[config.mk]
export PLATFORM = sky130hd
export DESIGN_NAME = band_eq_mixer
export DESIGN_NICKNAME = d
export VERILOG_FILES = /design/src/rtl/band_eq_mixer.sv
export SDC_FILE = /design/constraint.sdc
export NUM_CORES = 1
export LEC_CHECK = 0
export CORE_MARGIN = 2
export CORE_UTILIZATION = 31
export CTS_CLUSTER_DIAMETER = 40
export DETAILED_ROUTE_END_ITERATION = 10
export PLACE_DENSITY = 0.49
export SYNTH_ARGS = -nofsm -noshare
export SYNTH_HDL_FRONTEND = slang
export SYNTH_SLANG_ARGS = --single-unit
export TNS_END_PERCENT = 30
[constraint.sdc]
create_clock -name clk -period 10.9 [get_ports clk]
set_input_delay 2.18 -clock clk [delete_from_list [all_inputs] [get_ports clk]]
set_output_delay 2.18 -clock clk [all_outputs]
set_load 0.02 [all_outputs]
[src/rtl/band_eq_mixer.sv]
// Per-band gain and mixing stage: snapshots NUM_BANDS samples on a strobe, then
// multiply-accumulates them serially with one multiplier and emits a saturated sum.
module band_eq_mixer #(
  parameter int unsigned NUM_BANDS = 10,
  parameter int unsigned GAIN_W    = 8,
  parameter int unsigned GAIN_FRAC = 6
) (
  input  logic                          clk,
  input  logic                          rst,
  input  logic                          in_valid,
  input  logic [NUM_BANDS*16-1:0]       band_data,
  input  logic [NUM_BANDS*GAIN_W-1:0]   gain,
  output logic [15:0]                   data_out,
  output logic                          valid_out,
  output logic                          clip,
  output logic                          busy,
  output logic                          overrun
);

  localparam int unsigned ProdW = 16 + GAIN_W + 1;
  localparam int unsigned AccW  = ProdW + $clog2(NUM_BANDS);
  localparam int unsigned IdxW  = $clog2(NUM_BANDS);

  localparam logic signed [AccW-1:0] SatMax = AccW'(32767);
  localparam logic signed [AccW-1:0] SatMin = AccW'(-32768);

  typedef enum logic [1:0] {StIdle, StMac, StDone} state_e;

  state_e                  state_q, state_d;
  logic signed [AccW-1:0]  acc_q, acc_d;
  logic [IdxW-1:0]         idx_q, idx_d;
  logic signed [15:0]      samp_q [NUM_BANDS];
  logic [GAIN_W-1:0]       gain_q [NUM_BANDS];
  logic [15:0]             data_out_q, data_out_d;
  logic                    valid_q, valid_d;
  logic                    clip_q, clip_d;
  logic                    overrun_q, overrun_d;
  logic                    load;

  logic signed [15:0]      cur_sample;
  logic [GAIN_W-1:0]       cur_gain;
  logic signed [ProdW-1:0] prod;
  logic signed [AccW-1:0]  shifted;

  assign cur_sample = samp_q[idx_q];
  assign cur_gain   = gain_q[idx_q];
  // Gain is zero-extended so the full unsigned range multiplies as positive.
  assign prod       = ProdW'(cur_sample) * ProdW'($signed({1'b0, cur_gain}));
  assign shifted    = acc_q >>> GAIN_FRAC;

  always_comb begin
    state_d    = state_q;
    acc_d      = acc_q;
    idx_d      = idx_q;
    data_out_d = data_out_q;
    clip_d     = clip_q;
    valid_d    = 1'b0;
    overrun_d  = 1'b0;
    load       = 1'b0;
    unique case (state_q)
      StIdle: begin
        if (in_valid) begin
          load    = 1'b1;
          acc_d   = '0;
          idx_d   = '0;
          state_d = StMac;
        end
      end
      StMac: begin
        overrun_d = in_valid;
        acc_d     = acc_q + AccW'(prod);
        idx_d     = idx_q + IdxW'(1);
        if (idx_q == IdxW'(NUM_BANDS - 1)) state_d = StDone;
      end
      StDone: begin
        overrun_d = in_valid;
        valid_d   = 1'b1;
        state_d   = StIdle;
        if (shifted > SatMax) begin
          data_out_d = 16'h7fff;
          clip_d     = 1'b1;
        end else if (shifted < SatMin) begin
          data_out_d = 16'h8000;
          clip_d     = 1'b1;
        end else begin
          data_out_d = shifted[15:0];
          clip_d     = 1'b0;
        end
      end
      default: state_d = StIdle;
    endcase
  end

  always_ff @(posedge clk) begin
    if (rst) begin
      state_q    <= StIdle;
      acc_q      <= '0;
      idx_q      <= '0;
      data_out_q <= '0;
      valid_q    <= 1'b0;
      clip_q     <= 1'b0;
      overrun_q  <= 1'b0;
      for (int i = 0; i < NUM_BANDS; i++) begin
        samp_q[i] <= '0;
        gain_q[i] <= '0;
      end
    end else begin
      state_q    <= state_d;
      acc_q      <= acc_d;
      idx_q      <= idx_d;
      data_out_q <= data_out_d;
      valid_q    <= valid_d;
      clip_q     <= clip_d;
      overrun_q  <= overrun_d;
      if (load) begin
        for (int i = 0; i < NUM_BANDS; i++) begin
          samp_q[i] <= band_data[16*i +: 16];
          gain_q[i] <= gain[GAIN_W*i +: GAIN_W];
        end
      end
    end
  end

  assign data_out  = data_out_q;
  assign valid_out = valid_q;
  assign clip      = clip_q;
  assign overrun   = overrun_q;
  assign busy      = (state_q != StIdle);

endmodule

## Yosys cells after proc, flatten, opt, wreduce, memory -nomap -nowiden

Memories as Yosys holds them, arrays and structs flattened. A register that Yosys moved wholly into a read port is not among the register bits.
Index checks and enable logic that the tools add are counted.

- Latch bits: 0
- Output and inout port bits: 20
- Word-level logic and storage cells: 90
- Register bits after elaboration: 54
- Memory bits (read-only): 0
- Memories: 2
- Memory bits (writable): 240

- Shifts and indexed selects: 0
- Order comparisons: 2
- Reductions and logical operators: 7
- Equal/unequal tests: 5
- Mux-type cells: 43
- Bitwise logic cells: 21
- Div/mod/pow operators: 0
- Multiply operators: 1
- $add $sub $neg: 2

Memory list:

| memory | words | bits a word | read ports | clocked after memory_dff | write ports | RTL line | source |
|---|---|---|---|---|---|---|---|
| samp_q | 10 | 16 | 1 | 1 | 10 | 32 | `logic signed [15:0] samp_q [NUM_BANDS];` |
| gain_q | 10 | 8 | 1 | 1 | 10 | 33 | `logic [GAIN_W-1:0] gain_q [NUM_BANDS];` |

Operators with widths:

| cell | number |
|---|---|
| $mux W16 | 12 |
| $mux W8 | 10 |
| $pmux W29 S2 | 1 |
| $add A29 B25 Y29 | 1 |
| $mux W29 | 1 |
| $mul A16 B9 Y25 | 1 |
| $gt A23 B16 Y1 const B | 1 |
| $lt A23 B16 Y1 const B | 1 |
| $mux W4 | 5 |
| $or A1 B1 Y1 | 20 |
| $mux W1 | 10 |
| $pmux W4 S2 | 1 |
| $add A4 B1 Y4 const B | 1 |
| $eq A4 B4 Y1 const B | 1 |
| $mux W2 | 2 |
| $ne A2 B2 Y1 const B | 2 |
| $pmux W2 S2 | 1 |
| $reduce_and A2 Y1 | 2 |
| $reduce_bool A2 Y1 | 2 |
| $reduce_or A2 Y1 | 2 |
| $eq A2 B1 Y1 const B | 1 |
| $eq A2 B2 Y1 const B | 1 |
| $logic_not A2 Y1 | 1 |
| $not A1 Y1 | 1 |

## Depth between registers and ports, before layout

Gate-level depths: netlist (run 1).

- Word-level depth: 6
- Depth in mapped cells: 30
- Gate-level depth less buffers: 26

## Worst setup path after synthesis (run 1)

Ideal clock, no wire load.

- Path type: input to register
- Start point: input rst
- End point: memory gain_q[0][0], enable pin
- Buffers on the path: 2
- Library setup time: 0.644 ns
- Stages on the path: 3
- Slack: 1.831 ns
- Data arrival time: 8.425 ns
- Required time: 10.256 ns
- Cells stage by stage: clkbuf_1 -> clkbuf_1 -> nand2b_1

RTL lines:

| what | RTL line | source |
|---|---|---|
| from (decl) | 9 | `input logic rst,` |
| to (decl) | 33 |  |

==> run_results.csv, run 1 <==
group,metric,value,unit
status,status,"complete, no violations",
timing,max_freq,0.127,GHz
floorplanning,start_util,31.4,%
setup_path,critical_path_class,"register to register",
grt,track_usage,15.4,%
timing,rsz0062_at_grt,"no",
floorplanning,die_x,249,µm
timing,period_minus_slack,7.87,ns
synth,ys_seq_elements,298,
floorplanning,fp.dieH,249,µm
drt,ant_nets,0,
timing,setup_viol,0,
final_layout,final_nets,2296,
floorplanning,dieArea,61900,µm²
setup_path,crit_path_start_kind,"register",
clock_tree,cts_root_buf,"clkbuf_16",
floorplanning,io_pins,263,
drt,wl_per_cell,17.6,µm
drt,via_per_inst,4.51,
clock_tree,htreeDepth,2,
clock_tree,cts_num_sinks,298,
grt,overflow,0,
grt,antenna_found_initial,4,
setup_path,worst_ep_required_time,11.39,ns
synth,syn_area,18600,µm²
final_layout,seq_area,8370,µm²
min_path,hold_class,"register to register",
timing,tns,0,ns
clock_tree,cts_made_buffers,53,
final_layout,area_delta_synth_final,28.6,%
drt,dr.pass1.iters,5,
grt,grt_pass1_wl,75.1,mm
clock_tree,ctsHoldBuffers,0,
timing,hold_slack,0.475,ns
synth,syn_area_per_cell,11.6,µm²
timing,relSlewSlack,20.3,%
clock_tree,insertion_delay,0.62,ns
setup_path,crit_buf_inv,5,
timing,fin_crit_sh,72.2,%
synth,ys.flop_type,"edfxtp_1",
placed_design,gp_congestion,0.810,
timing,hold_viol_final,0,
clock_tree,cts_setup_buffers,0,
setup_path,crit_top_cell,"fa_1",
setup_path,path_max_fanout,40,
floorplanning,rows,89,
synth,syn_nets,2037,
power_and_ir_drop,p_per_area,181,nW/µm²
drt,drc,0,
clock_tree,clock_path_buffers,3,
synth,yosys_warnings,0,
synth,synth_edf_count,240,
setup_path,cp.arrival,8.37,ns
power_and_ir_drop,p_leak,9.85,nW
setup_path,slowest_delay,0.87,ns
clock_tree,cts_tree,"yes",
synth,ys_types,59,
timing,worst_pin_slew,1.19,ns
setup_path,crit_path_top_delay_cell,"dfxtp_4",
placed_design,dp_hpwl,35.8,mm
synth,syn_inst,1598,
synth,seq_area_frac_synth,45.1,%
synth,async_flop_share,0,%
timing,clock_skew,0.0528,ns
drt,routed_wl,47.0,mm
final_layout,finish.instance_area,23900,µm²
setup_path,worstPathCellList,"buf_4 > mux4_2 > mux2_2 > o21ai_1 > inv_1 > nand2_1 > fa_1 > inv_1 > fa_1 > fa_1 > fa_1 > inv_1 > fa_1 > inv_1 > ha_1 > a21oi_1 > nor2_1 > nor3_1 > a21oi_1 > o21a_1 > a211o_1 > xnor2_1 > a21oi_1 > o22ai_1",
placed_design,place_area,22000,µm²
grt,grt_start_max_net_pins,202,
flow_run,maxCapViolations,0,
placed_design,io_buffers,262,
final_layout,drive_gt1_share,10.0,%
final_layout,fillCellCount,5605,
clock_tree,cts_resized,0,
drt,num_vias,12100,
setup_path,cp_top_family,"adder cells",
timing,drv_slew,0,
power_and_ir_drop,ir_worst_vdd,0.000121,V
grt,grt_pass1_vias,13100,
clock_tree,path_clk_slew,0.05,ns
setup_path,endpoint_kind,"register",
floorplanning,fp.coreArea,59100,µm²
final_layout,multi_input_area,9100,µm²
drt,drtIter0Drc,766,
## synth_stat cells (13+ instances only)
| library cell | count | area share [%] |
|---|---|---|
| fa_1 | 129 | 14 |
| inv_1 | 213 | 4.3 |
| xnor2_1 | 14 | 0.66 |
| mux2i_1 | 27 | 1.5 |
| edfxtp_1 | 240 | 39 |
| nor2_1 | 102 | 2.1 |
| nand2_1 | 110 | 2.2 |
| ha_1 | 67 | 4.5 |
| and2_1 | 248 | 8.4 |
| mux2_2 | 19 | 1.2 |
| a21oi_1 | 39 | 1.1 |
| mux4_2 | 48 | 5.8 |
| o21ai_1 | 16 | 0.43 |
| a22o_1 | 14 | 0.66 |
| clkbuf_1 | 54 | 1.1 |
| nor2b_1 | 13 | 0.44 |
| o21ai_0 | 17 | 0.46 |
| dfxtp_1 | 58 | 6.3 |
| nand2b_1 | 28 | 0.94 |
| a31oi_1 | 17 | 0.57 |
## final timing paths
| path | startpoint | to | slack, ns | cells after the start |
|---|---|---|---|---|
| setup / recovery | register | acc_q[28] | 3.03 | 24 |
| hold / removal | clip | clip | 0.47 | 2 |
| setup reg to reg | register | acc_q[28] | 3.03 | 24 |
| hold reg to reg | clip | clip | 0.47 | 2 |
## per-layer routing
layer  vias to the layer above  global-route usage, %  share of wire, %
met3                        62                   3.88               5.7
li1                       5865                      -                 -
met2                       296                   24.3                45
met1                      5830                   21.3                48
met5                         -                      0             0.064
met4                         4                   3.71               2.0
## registers in the layout, indices dropped and copies added (netlist names), named ones only
name,flops
samp_q,160
gain_q,80
acc_q,29
data_out,16
idx_q,4
state_q,2
clip,1
overrun,1
valid_out,1
## layout make-up
type	instances	share of cell area, %
flip-flops and latches	298	35.1
diodes	1	0.0105
well taps	773	4.05
multi-input cells	1012	38.1
clock inverters	39	1.97
clock buffers	61	5.86
repair buffers	279	11.6
inverters	213	3.35
## per-stage QoR
stage                     util [%]  setup WS [ns]  power [mW]  std cells
after floorplan                  -           1.83        2.30       1598
after global placement        37.2           2.98        2.63       2575
after detailed placement      37.2           2.95        2.64       2575
after CTS                     40.4           2.87        4.37       2675
after global routing          40.4           2.47        4.60       2676
final                         40.4           3.03        4.31       2676
## cell families after synthesis
family,share of synthesized area [%]
and+or+nand+nor,15.1
buffers and inverters,6.04
DFF,45.1
muxes,8.43
xor gates and xnor gates,1.13
AOI/OAI and AO/OA,5.81
adders and majority gates,18.4
## power breakdown
part / internal, mW / switching (mW) / total [mW] / leakage [nW]
Clock: 1.07 / 0.637 / 1.70 / 0.906
Combinational: 0.535 / 0.691 / 1.23 / 5.87
Sequential: 1.34 / 0.0433 / 1.38 / 3.08
Total: 2.94 / 1.37 / 4.31 / 9.85
## worst register-to-register path: stages, from the launching register on
cell     delay [ns]
dfxtp_4        0.87
buf_4          0.54
mux4_2         0.59
mux2_2         0.32
o21ai_1        0.48
inv_1          0.18
nand2_1        0.13
fa_1           0.42
inv_1          0.08
fa_1           0.45
fa_1           0.50
fa_1           0.55
inv_1          0.05
fa_1           0.49
inv_1          0.04
ha_1           0.36
a21oi_1        0.18
nor2_1         0.07
nor3_1         0.27
a21oi_1        0.21
o21a_1         0.26
a211o_1        0.28
xnor2_1        0.18
a21oi_1        0.09
o22ai_1        0.17
## layout by cell type, fill, tap and decap left out, types with 16 or more instances in the layout
cell type / netlist / layout
clkdlybuf4s50_1: 0 / 262
and2_1: 248 / 248
edfxtp_1: 240 / 240
inv_1: 213 / 213
fa_1: 129 / 129
nand2_1: 110 / 110
nor2_1: 102 / 101
ha_1: 67 / 67
dfxtp_1: 58 / 55
clkbuf_16: 0 / 55
mux4_2: 48 / 48
a21oi_1: 39 / 38
mux2i_1: 27 / 27
nand2b_1: 28 / 27
mux2_2: 19 / 19
o21ai_1: 16 / 17
a31oi_1: 17 / 17
o21ai_0: 17 / 16
buf_4: 7 / 16
(Power assumes the default switching activity.)
==> run 2, diff against run 1 <==
- PLACE_DENSITY: 0.49 -> 0.51
- clock period: 10.9 -> 6.4 ns (I/O delays scaled with it)
==> run_results.csv, run 2 (synthesis gave the netlist of run 1 again) <==
group,metric,value,unit
status,status,"finished, violations left",
timing,clock_skew,0.0414,ns
drt,drc,0,
placed_design,io_buffers,262,
grt,track_usage,16.0,%
timing,hold_viol_final,0,
clock_tree,clock_path_buffers,3,
final_layout,final_nets,2478,
grt,overflow,0,
grt,grt_start_max_net_pins,241,
min_path,whs_path_depth,1,
setup_path,endpoint_kind,"register",
min_path,hold_class,"register to register",
setup_path,reg2reg_depth,25,
clock_tree,htreeDepth,2,
power_and_ir_drop,switching_share,31.1,%
power_and_ir_drop,p_total,7.89,mW
status,violations,"setup timing",
power_and_ir_drop,ir_worst_vdd,0.000201,V
power_and_ir_drop,power_frac_seq,29.7,%
timing,drv_slew,0,
drt,via_per_inst,4.47,
drt,ant_nets,0,
power_and_ir_drop,clkPwrFrac,34.2,%
final_layout,fillCellCount,5469,
clock_tree,cts_made_buffers,46,
placed_design,place_inst,2722,
placed_design,gp_congestion,0.840,
placed_design,dp_hpwl,37.8,mm
timing,worst_pin_slew,1.17,ns
power_and_ir_drop,p_per_area,305,nW/µm²
timing,rsz0062_at_grt,"yes",
final_layout,multi_input_area,9610,µm²
timing,setup_viol,1,
timing,fin_crit_sh,100,%
final_layout,fin_cells,2852,
timing,relSlewSlack,21.6,%
min_path,min_from,"acc_q[23]",
drt,drtIter0Drc,611,
clock_tree,path_clk_slew,0.05,ns
final_layout,reg.largest.list,"samp_q x160, gain_q x80, acc_q x29",
drt,wl_per_cell,17.3,µm
floorplanning,die_x,249,µm
power_and_ir_drop,p_switching,2.46,mW
power_and_ir_drop,p_leak,10.8,nW
timing,max_freq,0.156,GHz
clock_tree,cts_root_buf,"clkbuf_16",
timing,fin_ws,-0.0226,ns
flow_run,maxCapViolations,0,
power_and_ir_drop,p_int,5.43,mW
grt,grt_pass1_wl,77.4,mm
setup_path,path_max_fanout,7,
grt,antenna_found_initial,3,
floorplanning,dieArea,61900,µm²
setup_path,critical_path_class,"register to register",
setup_path,crit_path_start_kind,"register",
power_and_ir_drop,share_comb_of_total_power,36.1,%
floorplanning,fp.dieH,249,µm
drt,num_vias,12700,
clock_tree,cts_tree,"yes",
drt,dr.pass1.iters,5,
setup_path,cp.arrival,6.91,ns
clock_tree,insertion_delay,0.59,ns
floorplanning,rows,89,
floorplanning,start_util,31.4,%
clock_tree,cts_num_sinks,298,
final_layout,seq_area,8380,µm²
final_layout,drive_gt1_share,22.4,%
floorplanning,io_pins,263,
timing,period_minus_slack,6.42,ns
drt,routed_wl,49.2,mm
final_layout,largest_register,"samp_q",
final_layout,final_cell_mix,"262 x clkdlybuf4s50_1, 248 x and2_1, 240 x edfxtp_1",
floorplanning,fp.coreArea,59100,µm²
grt,grt_pass1_vias,13800,
setup_path,worst_ep_required_time,6.88,ns
final_layout,mostFrequentLayoutCell,"clkdlybuf4s50_1",
final_layout,area_delta_synth_final,39.1,%
clock_tree,ctsHoldBuffers,0,
final_layout,largest_reg_flops,160,
==> run 2: layout make-up <==
type / count / share of cell area [%]
diodes: 3 / 0.0291
clock buffers: 52 / 4.70
clock inverters: 33 / 1.83
inverters: 213 / 3.11
multi-input cells: 1012 / 37.2
flip-flops and latches: 298 / 32.4
well taps: 773 / 3.74
repair buffers: 468 / 16.9
==> run 2: what timing repair did <==
action                                  CTS  global route
endpoints found under the hold margin     0             0
resized for setup                       108            43
pin swaps                                73            32
buffers inserted                         26            17
endpoints found under the setup margin   18            15
cloned                                    3             0
==> run 2: metal layers <==
metal  track usage (%)  routed length (µm)
met1              21.9               23000
met2              26.0               23000
met3              2.85                2260
met4              4.35                 990
met5                 0                   0
==> run 2: worst paths after layout <==
| kind | end | slack [ns] |
|---|---|---|
| max | acc_q[21] | -0.02 |
| min reg2reg | acc_q[23] | 0.48 |
| min | acc_q[23] | 0.48 |
| max reg2reg | acc_q[21] | -0.02 |
==> run 2: power by group through the flow <==
stage	Sequential [mW]	Clock, mW	Combinational (mW)
2_1_floorplan	2.37	0	1.54
3_3_place_gp	2.38	0	2.51
3_5_place_dp	2.38	0	2.52
4_1_cts	2.34	2.76	2.79
5_1_grt	2.36	2.84	3.19
6_report	2.34	2.70	2.85
==> run 2: worst max-delay path, stage by stage, from the launching register on <==
cell,delay [ns]
dfxtp_4,0.38
buf_8,0.14
buf_12,0.13
buf_4,0.11
mux4_2,0.49
mux2_4,0.31
o21ai_4,0.23
buf_4,0.17
nor2_1,0.05
fa_1,0.40
fa_1,0.61
fa_1,0.45
fa_1,0.52
inv_1,0.05
fa_1,0.49
inv_2,0.05
ha_4,0.22
buf_4,0.14
nand2_2,0.05
o21ai_2,0.06
o31a_1,0.30
a21o_4,0.20
a311o_1,0.32
a21oi_2,0.17
xnor2_1,0.09
a22o_1,0.17
==> run 2: metrics by stage <==
stage	cell area (µm²)	setup TNS, ns	setup slack [ns]	util (%)	hold WS, ns
global route	25800	-2.11	-0.265	43.7	0.493
global placement	23200	-6.39	-0.576	39.2	0.463
detailed placement	23200	-7.10	-0.640	39.2	0.468
floorplan	18600	-0.755	-0.204	-	0.442
CTS	25600	-0.199	-0.0753	43.2	0.480
finish	25800	-0.0226	-0.0226	43.7	0.479
==> run 3, diff against run 2 <==
- ABC_CLOCK_PERIOD_IN_PS: not set -> 6400
==> results of run 3 <==
The final DEF is identical to that of run 2; final timing and power are the same.
